**src/rtl/riscv_hz_pkg.sv**
```systemverilog
// Shared types and constants for the pipeline hazard controller.
// Contents: FSM state enum, multi-cycle down-counter width, register
// index width and the x0 register index.
package riscv_hz_pkg;

    typedef enum logic {
        RUN     = 1'b0,
        MC_BUSY = 1'b1
    } hz_state_e;

    localparam int unsigned MC_CNT_W = 4;
    localparam int unsigned REG_W    = 5;
    localparam logic [REG_W-1:0] X0  = 5'd0;

endpackage

```
**src/rtl/hz_sat_cnt.sv**
```systemverilog
// Saturating up-counter used for the hazard performance statistics.
// Ports:
//   clk   - clock
//   rstn  - asynchronous active-low reset, clears the count
//   inc   - add one this cycle (ignored once the count is all-ones)
//   cnt   - current count
module hz_sat_cnt #(
    parameter int unsigned CNT_W = 32
) (
    input  logic             clk,
    input  logic             rstn,
    input  logic             inc,
    output logic [CNT_W-1:0] cnt
);

    // Count up and hold at all-ones.
    always_ff @(posedge clk or negedge rstn) begin
        if (!rstn) begin
            cnt <= '0;
        end else if (inc && (cnt != {CNT_W{1'b1}})) begin
            cnt <= cnt + CNT_W'(1);
        end
    end

endmodule

```
**src/rtl/hazard_ctrl.sv**
```systemverilog
// Pipeline hazard controller for the 5-stage RV32 core.
// Detects load-use hazards and taken branches resolved in EX, and sequences
// multi-cycle EX operations. Hazard outputs are combinational from state and
// inputs; the ID/EX register samples id_ex_flush at the next clk edge.
// Optional macro: HAZARD_PERF_EN adds three saturating perf counters; when
// undefined the counter ports are tied to zero.
// Ports:
//   clk, rstn                       - clock, async active-low reset
//   id_rs1, id_rs2, id_use_rs1/2    - source operands of the ID instruction
//   ex_rd, ex_mem_read              - destination / load flag of EX instruction
//   ex_br_taken                     - taken branch redirect from EX
//   mc_start                        - multi-cycle op entering EX (pulse)
//   pc_stall, if_id_stall           - hold PC / IF-ID
//   if_id_flush, id_ex_flush        - squash IF-ID / bubble into ID-EX
//   id_ex_hold                      - hold ID-EX contents
//   mc_last                         - final stall cycle of a multi-cycle op
//   hz_busy                         - multi-cycle sequencing in progress
//   lu_stall_cnt, br_flush_cnt, mc_stall_cnt - perf counters
module hazard_ctrl
    import riscv_hz_pkg::*;
#(
    parameter int unsigned MC_LAT = 4,
    parameter int unsigned CNT_W  = 32
) (
    input  logic             clk,
    input  logic             rstn,
    input  logic [4:0]       id_rs1,
    input  logic [4:0]       id_rs2,
    input  logic             id_use_rs1,
    input  logic             id_use_rs2,
    input  logic [4:0]       ex_rd,
    input  logic             ex_mem_read,
    input  logic             ex_br_taken,
    input  logic             mc_start,
    output logic             pc_stall,
    output logic             if_id_stall,
    output logic             if_id_flush,
    output logic             id_ex_flush,
    output logic             id_ex_hold,
    output logic             mc_last,
    output logic             hz_busy,
    output logic [CNT_W-1:0] lu_stall_cnt,
    output logic [CNT_W-1:0] br_flush_cnt,
    output logic [CNT_W-1:0] mc_stall_cnt
);

    if ((MC_LAT < 2) || (MC_LAT > 16)) begin : g_bad_lat
        $error("hazard_ctrl: MC_LAT out of range 2..16");
    end

    localparam logic [MC_CNT_W-1:0] MC_LOAD = MC_CNT_W'(MC_LAT - 2);

    hz_state_e           state;
    logic [MC_CNT_W-1:0] cnt;
    logic                lu;

    // Load-use: EX load writes a register the ID instruction actually reads.
    assign lu = ex_mem_read && (ex_rd != X0) &&
                ((id_use_rs1 && (id_rs1 == ex_rd)) ||
                 (id_use_rs2 && (id_rs2 == ex_rd)));

    assign hz_busy = (state == MC_BUSY);

    // State register and multi-cycle down-counter.
    always_ff @(posedge clk or negedge rstn) begin
        if (!rstn) begin
            state <= RUN;
            cnt   <= '0;
        end else begin
            case (state)
                RUN: begin
                    // A taken branch squashes the op on the wrong path.
                    if (!ex_br_taken && mc_start) begin
                        state <= MC_BUSY;
                        cnt   <= MC_LOAD;
                    end
                end
                MC_BUSY: begin
                    if (cnt == '0) begin
                        state <= RUN;
                    end else begin
                        cnt <= cnt - MC_CNT_W'(1);
                    end
                end
                default: begin
                    state <= RUN;
                    cnt   <= '0;
                end
            endcase
        end
    end

    // Mealy hazard outputs, priority branch > multi-cycle > load-use.
    always_comb begin
        pc_stall    = 1'b0;
        if_id_stall = 1'b0;
        if_id_flush = 1'b0;
        id_ex_flush = 1'b0;
        id_ex_hold  = 1'b0;
        mc_last     = 1'b0;
        case (state)
            RUN: begin
                if (ex_br_taken) begin
                    if_id_flush = 1'b1;
                    id_ex_flush = 1'b1;
                end else if (mc_start) begin
                    pc_stall    = 1'b1;
                    if_id_stall = 1'b1;
                    id_ex_hold  = 1'b1;
                end else if (lu) begin
                    pc_stall    = 1'b1;
                    if_id_stall = 1'b1;
                    id_ex_flush = 1'b1;
                end
            end
            MC_BUSY: begin
                pc_stall    = 1'b1;
                if_id_stall = 1'b1;
                id_ex_hold  = 1'b1;
                mc_last     = (cnt == '0);
            end
            default: begin
            end
        endcase
    end

`ifdef HAZARD_PERF_EN
    logic lu_inc;
    logic br_inc;

    assign lu_inc = (state == RUN) && lu && !ex_br_taken && !mc_start;
    assign br_inc = (state == RUN) && ex_br_taken;

    hz_sat_cnt #(.CNT_W(CNT_W)) u_lu_cnt (
        .clk  (clk),
        .rstn (rstn),
        .inc  (lu_inc),
        .cnt  (lu_stall_cnt)
    );

    hz_sat_cnt #(.CNT_W(CNT_W)) u_br_cnt (
        .clk  (clk),
        .rstn (rstn),
        .inc  (br_inc),
        .cnt  (br_flush_cnt)
    );

    hz_sat_cnt #(.CNT_W(CNT_W)) u_mc_cnt (
        .clk  (clk),
        .rstn (rstn),
        .inc  (id_ex_hold),
        .cnt  (mc_stall_cnt)
    );
`else
    assign lu_stall_cnt = '0;
    assign br_flush_cnt = '0;
    assign mc_stall_cnt = '0;
`endif

`ifndef SYNTHESIS
    // Branch and multi-cycle start together is an illegal input combination.
    a_br_mc_excl: assert property (@(posedge clk) disable iff (!rstn)
        !(ex_br_taken && mc_start))
        else $error("hazard_ctrl: mc_start with ex_br_taken");

    a_flush_hold_excl: assert property (@(posedge clk) disable iff (!rstn)
        !(id_ex_flush && id_ex_hold))
        else $error("hazard_ctrl: id_ex_flush with id_ex_hold");
`endif

endmodule
```
**config.mk**
```make
export PLATFORM = sky130hd
export DESIGN_NAME = hazard_ctrl
export DESIGN_NICKNAME = d
export VERILOG_FILES = /design/src/rtl/riscv_hz_pkg.sv /design/src/rtl/hz_sat_cnt.sv /design/src/rtl/hazard_ctrl.sv
export SDC_FILE = /design/constraint.sdc
export NUM_CORES = 1
export LEC_CHECK = 0
export CAP_MARGIN = 30
export CORE_MARGIN = 2
export CORE_UTILIZATION = 28
export CTS_CLUSTER_SIZE = 24
export DETAILED_ROUTE_END_ITERATION = 6
export PLACE_DENSITY = 0.89
export RECOVER_POWER = 100
export SLEW_MARGIN = 10
export SYNTH_ARGS = -nofsm -noshare
export SYNTH_HDL_FRONTEND = slang
export SYNTH_SLANG_ARGS = --single-unit
```
**constraint.sdc**
```tcl
create_clock -name clk -period 1.8 [get_ports clk]
set_input_delay 0.27 -clock clk [delete_from_list [all_inputs] [get_ports clk]]
set_output_delay 0.27 -clock clk [all_outputs]
set_load 0.1 [all_outputs]
```
* Word level (Yosys, flattened, before mapping)
Index checks and enable logic that the tools add are counted.
** Storage, ports and cells
- Flip-flop bits (word level) :: 5
- Output and inout port bits :: 103
- Word-level logic and storage cells :: 37
- Bits of input ports :: 22
** Cells by class
- Reductions and logical operators :: 10
- Eq/ne operators :: 4
- Bitwise logic cells :: 1
- $add $sub $neg :: 1
- Muxes and demuxes :: 19
** Operators by type and width (count)
- $mux 1 :: 13
- $eq 5x5->1 :: 2
- $mux 4 :: 2
- $pmux 4 s2 :: 1
- $pmux 1 s2 :: 3
- $logic_and 1x1->1 :: 5
- $reduce_bool 5->1 :: 1
- $logic_not 4->1 :: 1
- $ne 2x2->1 const B :: 2
- $sub 4x1->4 const B :: 1
- $reduce_and 2->1 :: 1
- $logic_not 1->1 :: 1
- $logic_or 1x1->1 :: 1
- $not 1->1 :: 1

* Logic depth before layout (Yosys ltp)
- Word-level depth :: 8
- Mapped depth :: 5
- Gate-level depth less buffers :: 5

* Worst setup path before layout
No wires, ideal clock.
- Path type :: register to output
- Start point :: register state, in the netlist hz_busy
- End point :: output id_ex_flush
- Slack :: -2.604 ns
- Arrival time :: 4.134 ns
- Cell stages (with the launch flop) :: 4
- Data required time :: 1.530 ns
- Buffers on the path :: 0
- Cells stage by stage :: dfrtp_1 -> a21oi_1 -> inv_1 -> o31ai_1
** Between the ends
- Longest elaborated chain between the ends :: 1
** Ends and longest elaborated chain
- from (decl) :: line hazard_ctrl.sv:53 : hz_state_e state;
- from (signal assigned) :: line hazard_ctrl.sv:67 : state <= RUN;
- from (signal assigned) :: line hazard_ctrl.sv:74 : state <= MC_BUSY;
- from (signal assigned) :: line hazard_ctrl.sv:80 : state <= RUN;
- $mux 1 :: line hazard_ctrl.sv:101 : case (state)
- to (decl) :: line hazard_ctrl.sv:38 : output logic id_ex_flush,
No other way between the ends.

* Final worst setup path
- Start point :: input id_rs1[1]
- End point :: output if_id_stall
** Between the ends
- Longest elaborated chain between the ends :: 8
** Ends and longest elaborated chain
- from (decl) :: line hazard_ctrl.sv:27 : input logic [4:0] id_rs1,
- $eq 5x5->1 :: line hazard_ctrl.sv:59 : ((id_use_rs1 && (id_rs1 == ex_rd)) ||
- $logic_and 1x1->1 :: line hazard_ctrl.sv:59
- $logic_or 1x1->1 :: line hazard_ctrl.sv:59
- $logic_and 1x1->1 :: line hazard_ctrl.sv:58 : assign lu = ex_mem_read && (ex_rd != X0) &&
- $mux 1 :: line hazard_ctrl.sv:110 : end else if (lu) begin
- $mux 1 :: line hazard_ctrl.sv:106 : end else if (mc_start) begin
- $mux 1 :: line hazard_ctrl.sv:103 : if (ex_br_taken) begin
- $pmux 1 s2 :: line hazard_ctrl.sv:101
- to (decl) :: line hazard_ctrl.sv:36 : output logic if_id_stall,
No other way between the ends.

==> metrics.md <==
| Metric | Value |
|---|---|
| Pin count of the biggest net entering global routing | `8` |
| Clock slew at the register clock pins of the worst setup and hold paths | `about 0.030 ns` |
| PwrDens | `1690 mW/mm2` |
| Inserted Clock Buffers | `3` |
| Transition time of the tightest slew-check pin | `~0.54 ns` |
| Max Root-Sink Buffers | `2` |
| Critical path class | `input pin to primary output` |
| Post-synth ARST share | `100%` |
| Final HPWL DP | `1530 um` |
| Final Skew | `0.00140 ns` |
| Failing checks | `setup timing` |
| Critical path fanouts, max | `2` |
| Worst Hold Class | `input pin to async pin` |
| Gr ovfl total | `0` |
| Row cnt | `23` |
| # IOs | `~130` |
| DR DRC count | `0` |
| Commonest cells in the netlist | `97 x buf_4, 8 x xor2_1, 5 x dfrtp_1, 5 x inv_1, 3 x nand2_1` |
| Synthesized flop and latch total | `5` |
| Maxcap violations | `0` |
| Wire per inst | `between 7 and 8 um` |
| Pre-CTS setup slack | `-0.579 ns` |
| EDFF count, synth | `0` |
| Yosys top cell area share | `between 60 and 70%` |
| Synth Cell Area | `0.00114 mm2` |
| Chip Height | `a little under 70 um` |
| Yosys warns | `0` |
| Leakage | `around 0.73 nW` |
| Cell taking the most area after synthesis | `buf_4` |
| Synth top area cells | `buf_4 64%, dfrtp_1 11%, xor2_1 6.2%, inv_1 1.7%, a22o_1 1.5%` |
| Total GRT Usage | `under 10%` |
| Layout cells sized above 1 | `23.9%` |
| Routability Congestion | `between 0.6 and 0.7` |
| Vias per cell | `between 3 and 4` |
| Initial antenna violation count | `0` |
| Nets | `around 200` |
| Final hold viol count | `0` |
| Status | `finished, violations left` |
| Starting Density | `28.8%` |
| Relative slew slack | `63.9%` |
| Slew Viols, Final | `0` |
| Area grow syn2layout | `19.8%` |
| DR vias | `around 720` |
| Final Util | `34.5%` |
| Cts hold-fix bufs | `0` |
| Die W | `between 60 and 70 um` |
| Core area | `0.00394 mm2` |
| Total power | `2.29 mW` |
| Routed WL | `around 1800 um` |
| Routed Antenna Nets | `0` |
| Tmin final | `between 1.5 and 2 ns` |
| Worst skew pair latency | `around 0.22 ns` |
| Maximum level of the CTS H-tree | `1` |
| CP Launch Type | `input pin` |
| Critical Path AT | `between 1.5 and 2 ns` |
| Yosys cell types | `25` |
| Final Setup Violations | `3` |
| Synth Flop Type | `dfrtp_1` |
| Die area | `approximately 0.0046 mm2` |
| Worst setup EP type | `primary output` |
| Avg Inst Size Synth | `between 7 and 8 um2` |
| Period utilization | `103%` |
| CTS sink cnt | `5` |
| Initial drt markers | `4` |
| Max IR drop VDD | `0.379 mV` |
| Vias in the first global route | `515` |
| CTS tree | `yes` |
| Global-route wire length before repair | `about 2100 um` |
| Root Buffer | `clkbuf_8` |
| Worst Setup Slack, final | `-0.0622 ns` |
| Most frequent cell after synthesis | `buf_4` |
| Data required time of the critical path | `1.53 ns` |
| PortBufs | `28` |
| Sequential area share after synthesis | `between 10% and 20%` |
| Cells after Synth | `around 140` |
| FMAX | `between 0.5 and 0.6 GHz` |
| RSZ-0062 raised after global routing | `true` |
| N_diodes | `0` |
| Drt first pass iters | `2` |
[registers in the layout, summed over array words and instances (netlist names)]
signal   cells
hz_busy      1
cnt          4
[layout make-up]
cell class | count | area [um2]
clock buffers | 4 | 45.0
repair buffers | 34 | 344
well taps | 50 | 62.6
flip-flops and latches | 5 | 129
multi-input cells | 132 | 754
inverters | 5 | 26.3
fillers | 414 | 2580
[worst max-delay path, stage by stage]
cell     delay [ns]
buf_8          0.10
xor2_4         0.18
nor4_4         0.32
a32oi_4        0.19
o31ai_4        0.31
buf_12         0.22
[per-stage QoR]
step           area [um2]  hold WS (ns)  TNS [ns]  std cells
3_3_place_gp         1270         0.495     -1.55        224
3_5_place_dp         1270         0.512     -1.63        224
4_1_cts              1360         0.284    -0.205        230
2_1_floorplan        1560       -0.0256     -1.84        239
6_report             1360         0.350    -0.150        230
5_1_grt              1360         0.371    -0.339        230
[worst paths after layout]
| check | start | endpoint | slack [ns] | cells past startpoint |
|---|---|---|---|---|
| worst max-delay path | id_rs1[1] | if_id_stall | -0.06 | 6 |
| worst min-delay path | rstn | cnt[3]$_DFFE_PN0P_ | 0.35 | 1 |
| worst max register to register | hz_busy$_DFF_PN0_ | cnt[1]$_DFFE_PN0P_ | 0.50 | 5 |
| worst min register to register | cnt[1]$_DFFE_PN0P_ | cnt[1]$_DFFE_PN0P_ | 0.52 | 1 |
| max in group asynchronous | rstn | hz_busy$_DFF_PN0_ | 1.23 | 1 |
| min in group clk | cnt[1]$_DFFE_PN0P_ | cnt[1]$_DFFE_PN0P_ | 0.52 | 1 |
[power breakdown]
group	switching, mW	internal [mW]	total (mW)
Clock	0.0516	0.152	0.203
Combinational	1.49	0.369	1.86
Sequential	0.0542	0.174	0.228
[layout by cell type, fill, tap and decap left out, types with 2 or more instances in the layout]
master           count
clkbuf_8             3
nand3_1              2
clkbuf_4             2
buf_4                5
nor2_1               2
clkinvlp_4           2
buf_12               5
buf_2                6
conb_1              96
nor4_4               2
xor2_2               3
clkdlybuf4s50_1      4
o31ai_4              2
dlygate4sd2_1        4
nand2_1              3
dfrtp_1              4
buf_6                3
o21ai_0              2
inv_1                2
a22o_1               2
xor2_1               4
[what timing repair did]
item                                    CTS  global route
resized for setup                        58             7
endpoints found under the setup margin    3             3
setup buffers                             2             0
pin swaps                                14             0
hold endpoints to repair                  0             0
gates cloned                              0             0
[kinds of logic (layout without fill, tap and decap cells)]
logic type	Yosys count	count (layout)	synth area share [%]
flops	5	5	11.0
buf+inv	102	43	65.7
simple gates	14	14	6.94
mux	1	1	0.881
other cells	1	96	0.330
fa+ha+maj	1	1	1.10
compound gates	10	10	6.28
xor+xnor	10	10	7.71
[layer usage]
layer  global-route usage, %  vias up  wire, um
met5                       0        -         0
li1                        -      331         -
met2                    11.8       61      1040
met3                    1.33        4       255
met1                    5.17      326       483
met4                    6.63        0        42
(Power assumes the default switching activity.)
